## config.mk

```make
export PLATFORM = sky130hd
export DESIGN_NAME = mem_access_unit
export DESIGN_NICKNAME = d
export VERILOG_FILES = /design/src/rtl/mem_access_unit.sv
export SDC_FILE = /design/constraint.sdc
export NUM_CORES = 1
export LEC_CHECK = 0
export ABC_CLOCK_PERIOD_IN_PS = 6400
export BUFFER_PORTS_ARGS = -buffer_cell sky130_fd_sc_hd__buf_2
export CORE_ASPECT_RATIO = 0.5
export CORE_UTILIZATION = 55
export DETAILED_ROUTE_END_ITERATION = 7
export PLACE_DENSITY = 0.89
export SLEW_MARGIN = 0
export SYNTH_ARGS = -nofsm -noshare
export SYNTH_HDL_FRONTEND = slang
export SYNTH_SLANG_ARGS = --single-unit
export TNS_END_PERCENT = 20
```

## constraint.sdc

```tcl
create_clock -name clock -period 6.4 [get_ports clock]
set_input_delay 0.64 -clock clock [delete_from_list [all_inputs] [get_ports clock]]
set_output_delay 0.64 -clock clock [all_outputs]
set_load 0.005 [all_outputs]
```

## src/rtl/mem_access_unit.sv

```systemverilog
// mem_access_unit: single-issue load/store execute stage.
// Computes the effective address of an issued memory uop, runs one
// request/acknowledge transaction on the data memory port, aligns and
// extends load data, and returns one writeback per accepted uop.
// Misaligned uops skip the memory port and write back with a flag.
//
// state   | meaning
// --------+------------------------------------------------------------
// S_IDLE  | no transaction; may accept a uop when not busy
// S_REQ   | request on the memory port, waiting for ack; ack -> writeback
// S_DRAIN | flushed while waiting; keep request up until ack, drop result

package mem_access_pkg;

    localparam int XLEN_P = 32;

    typedef enum logic {
        MEM_LD = 1'b0,
        MEM_ST = 1'b1
    } mem_type_t;

    typedef struct packed {
        logic              valid;
        logic [5:0]        tag;
        mem_type_t         mem_type;
        logic [1:0]        mem_size;
        logic              mem_unsigned;
        logic [XLEN_P-1:0] imm;
    } micro_op_t;

endpackage

module mem_access_unit
    import mem_access_pkg::*;
#(
    parameter int XLEN   = XLEN_P,
    parameter int STRB_W = XLEN / 8
) (
    input  logic              clock,
    input  logic              reset_n,
    input  logic              clear_en,
    input  micro_op_t         uop_in,
    input  logic [XLEN-1:0]   rs1_data,
    input  logic [XLEN-1:0]   rs2_data,
    output logic              ex_busy,
    output logic              dmem_req,
    output logic              dmem_we,
    output logic [XLEN-1:0]   dmem_addr,
    output logic [XLEN-1:0]   dmem_wdata,
    output logic [STRB_W-1:0] dmem_wstrb,
    input  logic              dmem_ack,
    input  logic [XLEN-1:0]   dmem_rdata,
    output logic              wb_valid,
    output micro_op_t         wb_uop,
    output logic [XLEN-1:0]   wb_data,
    output logic              wb_misalign
);

    typedef enum logic [1:0] {
        S_IDLE  = 2'd0,
        S_REQ   = 2'd1,
        S_DRAIN = 2'd2
    } state_t;

    state_t      state;
    micro_op_t   uop_q;
    logic [1:0]  off_q;

    logic [XLEN-1:0]   eff_addr;
    logic [1:0]        off;
    logic              misalign;
    logic              accept;
    logic [XLEN-1:0]   wdata_lane;
    logic [STRB_W-1:0] strb_lane;
    logic [XLEN-1:0]   rd_shift;
    logic [XLEN-1:0]   load_ext;

    // Busy while a transaction is open, or while a misalign writeback is
    // being presented (that cycle is reserved for the writeback).
    assign ex_busy = (state != S_IDLE) | (wb_valid & wb_misalign);

    // Effective address, alignment check and lane placement of store data.
    always_comb begin
        eff_addr = rs1_data + XLEN'(uop_in.imm);
        off      = eff_addr[1:0];
        misalign = 1'b0;
        strb_lane = '0;
        case (uop_in.mem_size)
            2'd0: begin
                misalign  = 1'b0;
                strb_lane = STRB_W'(1) << off;
            end
            2'd1: begin
                misalign  = eff_addr[0];
                strb_lane = STRB_W'(3) << off;
            end
            default: begin
                misalign  = |eff_addr[1:0];
                strb_lane = STRB_W'(4'hF);
            end
        endcase
        wdata_lane = rs2_data << {off, 3'b000};
        accept     = uop_in.valid & ~clear_en & ~ex_busy;
    end

    // Load data alignment and sign/zero extension for the uop in flight.
    always_comb begin
        rd_shift = dmem_rdata >> {off_q, 3'b000};
        load_ext = dmem_rdata;
        case (uop_q.mem_size)
            2'd0: begin
                if (uop_q.mem_unsigned)
                    load_ext = {{(XLEN-8){1'b0}}, rd_shift[7:0]};
                else
                    load_ext = {{(XLEN-8){rd_shift[7]}}, rd_shift[7:0]};
            end
            2'd1: begin
                if (uop_q.mem_unsigned)
                    load_ext = {{(XLEN-16){1'b0}}, rd_shift[15:0]};
                else
                    load_ext = {{(XLEN-16){rd_shift[15]}}, rd_shift[15:0]};
            end
            default: load_ext = dmem_rdata;
        endcase
    end

    // Control FSM with registered memory-port and writeback outputs.
    always_ff @(posedge clock or negedge reset_n) begin
        if (!reset_n) begin
            state       <= S_IDLE;
            uop_q       <= '0;
            off_q       <= 2'd0;
            dmem_req    <= 1'b0;
            dmem_we     <= 1'b0;
            dmem_addr   <= '0;
            dmem_wdata  <= '0;
            dmem_wstrb  <= '0;
            wb_valid    <= 1'b0;
            wb_uop      <= '0;
            wb_data     <= '0;
            wb_misalign <= 1'b0;
        end else begin
            wb_valid    <= 1'b0;
            wb_misalign <= 1'b0;
            case (state)
                S_IDLE: begin
                    if (accept) begin
                        if (misalign) begin
                            // No memory access; report the fault next cycle.
                            wb_valid    <= 1'b1;
                            wb_misalign <= 1'b1;
                            wb_uop      <= uop_in;
                            wb_data     <= '0;
                        end else begin
                            uop_q      <= uop_in;
                            off_q      <= off;
                            dmem_req   <= 1'b1;
                            dmem_we    <= (uop_in.mem_type == MEM_ST);
                            dmem_addr  <= {eff_addr[XLEN-1:2], 2'b00};
                            dmem_wdata <= wdata_lane;
                            dmem_wstrb <= strb_lane;
                            state      <= S_REQ;
                        end
                    end
                end
                S_REQ: begin
                    if (dmem_ack) begin
                        dmem_req <= 1'b0;
                        state    <= S_IDLE;
                        if (!clear_en) begin
                            wb_valid <= 1'b1;
                            wb_uop   <= uop_q;
                            wb_data  <= (uop_q.mem_type == MEM_LD) ? load_ext : '0;
                        end
                    end else if (clear_en) begin
                        // The request cannot be withdrawn; finish it silently.
                        state <= S_DRAIN;
                    end
                end
                S_DRAIN: begin
                    if (dmem_ack) begin
                        dmem_req <= 1'b0;
                        state    <= S_IDLE;
                    end
                end
                default: state <= S_IDLE;
            endcase
        end
    end

endmodule

```

==> impl_metrics.csv <==
group,metric,value,unit
place,preCtsSetupSlack,2290,ps
place,dpl.hpwl,20400,µm
timing,setup_viol,0,
cells_and_area,nNetsFinal,1556,
floorplanning,die-width,195,µm
timing,min_period_over_period,58.3,%
timing,timing.hold.ws,309,ps
clock_tree,post-cts-setup-buffers,0,
yosys,synth-compound-area-share,17.6,%
worst_setup_path,worstSetupStartpointType,"primary input",
drt,ant_nets,0,
worst_setup_path,crit_required,6650,ps
global_routing,antenna_found_initial,1,
clock_tree,postCtsHoldBufs,0,
global_routing,grt_usage,29.4,%
timing,fin_worst_skew,14.7,ps
yosys,synth_cell_type_count,66,
cells_and_area,final_common_cell,"nand2_1",
timing,tns,0,ps
global_routing,gr-total-overflow,0,
place,io_buffers,288,
yosys,synthMuxAreaShare,7.15,%
run_status,status,"complete, no violations",
clock_tree,cts_max_level,4,
worst_setup_path,worstPathArrival,3980,ps
place,gp_congestion,0.898,
cells_and_area,area_growth,20.3,%
job,timing.max_cap.violations,0,
timing,fmax,268,MHz
floorplanning,dieArea,19300,µm²
yosys,synthSimpleGateAreaFrac,18.0,%
global_routing,grt_pass1_vias,9125,
floorplanning,core_area,17800,µm²
drt,drt-total-wl,28200,µm
timing,final_hold_viol_count,0,
clock_tree,clockBufferDepth,2,
worst_setup_path,slowest_stage,"a21o_4",
clock_tree,ctsResizeCount,0,
drt,post_drt_wl_per_cell,17.3,µm
yosys,synthesis.area,10300,µm²
global_routing,grt_max_degree,119,
yosys,synth_ff_type,"dfrtp_1",
drt,via_per_inst,5.74,
drt,drc,0,
clock_tree,ctsRootBufferMaster,"clkbuf_16",
cells_and_area,n_fill_cell,1440,
timing,timing.final.ws_setup,2670,ps
clock_tree,worstSkewPairLatency,440,ps
worst_setup_path,cp_cell_sequence,"buf_2 > ha_1 > inv_1 > fa_1 > buf_4 > inv_1 > a21oi_1 > nor2_1 > nand2_2 > and2_1 > a21o_4 > o21ai_0",
timing,period_minus_slack,3730,ps
yosys,synth_xor_area_share,2.22,%
worst_setup_path,worst-path-buf-inv,4,
clock_tree,cts_buffers,17,
floorplanning,die_y,98.6,µm
yosys,synth_area_per_cell,9.02,µm²
timing,rsz0062_at_grt,"false",
power,leakage,6.40,nW
worst_hold_path,holdCritPathClass,"primary input to asynchronous set/reset pin",
power,powerDensity,421,nW/µm²
timing,relSlewSlack,15.3,%
yosys,ys_warn_count,0,
drt,drt_iter0_drc,442,
drt,via_count,9326,
timing,worst_pin_slew,1260,ps
yosys,ys_seq_area_share,46.5,%
clock_tree,path_clk_slew,70,ps
drt,dr.pass1.iters,5,
clock_tree,clkSinkCount,191,
timing,maxSlewViolCount,0,
yosys,ys_async_sr_fraction,100,%
worst_setup_path,worstSetupPathType,"primary input to flip-flop",
worst_setup_path,crit_family,"compound AO/OA/AOI/OAI gates",
yosys,synth_adder_area_share,4.46,%
yosys,synth_seq_cells,191,
yosys,synth_top_family_by_area,"simple AND/OR/NAND/NOR gates",
clock_tree,cts_tree,"done",
worst_setup_path,cp_slowest_stage_delay,790,ps
floorplanning,ios,291,
worst_setup_path,crit_path_max_fanout,118,
global_routing,grt_pass1_wl,45400,µm
power,p_total,5.20,mW
cells_and_area,drive_gt1_share,25.0,%
cells_and_area,final_cell_mix,"292 x nand2_1, 287 x buf_2, 191 x dfrtp_1",
floorplanning,row_count,34,
worst_setup_path,critPathCaptureType,"flip-flop",
worst_setup_path,critPathMostFrequentCell,"inv_1",
power,peakVddDrop,0.000303,V
floorplanning,initial_core_util,57.6,%
yosys,synth_edf_count,0,
yosys,synthCells,1139,
registers in the layout, summed over array words and instances (netlist names):
register     flops
dmem_wstrb       4
dmem_addr       30
wb_uop          43
state            2
wb_misalign      1
off_q            2
dmem_wdata      32
wb_data         32
wb_valid         1
dmem_req         1
uop_q           43
where the power goes:
group	switching, mW	internal (mW)	leakage [nW]
clock network	0.516	0.562	0.288
logic	1.13	0.872	3.68
registers	0.377	1.74	2.43
total	2.02	3.18	6.40
Yosys cell counts, types with 3 or more instances:
cell,n,area share (%)
nand2_1,292,11
dfrtp_1,191,47
o21ai_0,124,6.0
mux2i_1,70,6.8
a21oi_1,64,3.1
clkbuf_1,47,1.7
ha_1,35,4.3
nor2_1,35,1.3
a22o_1,24,2.0
nand2b_1,23,1.4
inv_1,18,0.66
buf_2,16,0.78
a21o_1,15,1.1
nand3_1,14,0.68
xnor2_1,14,1.2
nor2b_1,13,0.79
xor2_1,12,1.0
o31ai_1,11,0.80
buf_1,10,0.37
nand4_1,10,0.61
a211oi_1,9,0.66
a221oi_1,8,0.68
o22ai_1,7,0.43
nor3_1,6,0.29
nor3b_1,5,0.37
o211ai_1,4,0.29
a21oi_2,3,0.26
and2_1,3,0.18
mux2_2,3,0.33
nor4_1,3,0.18
o21a_1,3,0.22
o21ai_1,3,0.15
worst paths after layout:
| kind | from | to | slack [ps] | depth (start not counted) |
|---|---|---|---|---|
| min | reset_n | uop_q[10] | 310 | 1 |
| max | uop_in[0] | wb_uop[3] | 2670 | 12 |
| min reg2reg | wb_uop[21] | wb_uop[21] | 480 | 2 |
| max in group asynchronous | reset_n | uop_q[42] | 4440 | 2 |
| min in group clock | uop_in[35] | uop_q[35] | 400 | 3 |
| max reg2reg | state[1] | wb_data[28] | 3430 | 8 |
stage by stage:
stage               cell area, µm²  util (%)  cells
floorplan                    10300         -   1140
global placement             11800      66.0   1592
detailed placement           11800      66.0   1592
CTS                          12400      69.3   1624
global route                 12400      69.3   1625
finish                       12400      69.3   1626
per-layer routing:
layer / vias up / wire length (µm) / GRT usage, %
met5: - / 0 / 0
met1: 4519 / 12200 / 38.2
li1: 4415 / - / -
met2: 335 / 13700 / 49.9
met3: 57 / 1540 / 5.41
met4: 0 / 748 / 10.2
cells by family (layout without fill, tap and decap cells):
family | after synthesis | count (layout)
multiplexers | 73 | 73
other | 1 | 4
AND/OR/NAND/NOR | 421 | 421
XOR/XNOR | 26 | 26
adder cells (fa/ha/maj) | 36 | 36
AO/OA/AOI/OAI | 295 | 295
buffers and inverters | 96 | 346
flip-flops | 191 | 191
final cells by class:
class                           instances  area, µm²  area share (%)
Timing Repair Buffer                  296       1510            12.2
Multi-Input combinational cell        853       5120            41.4
Inverter                               18       67.6           0.547
Antenna cell                            2       5.00          0.0405
Tap cell                              234        293            2.37
Clock inverter                         14        146            1.18
Clock buffer                           18        439            3.55
Sequential cell                       191       4780            38.7
Note: power is estimated with default switching activity, not from simulation.
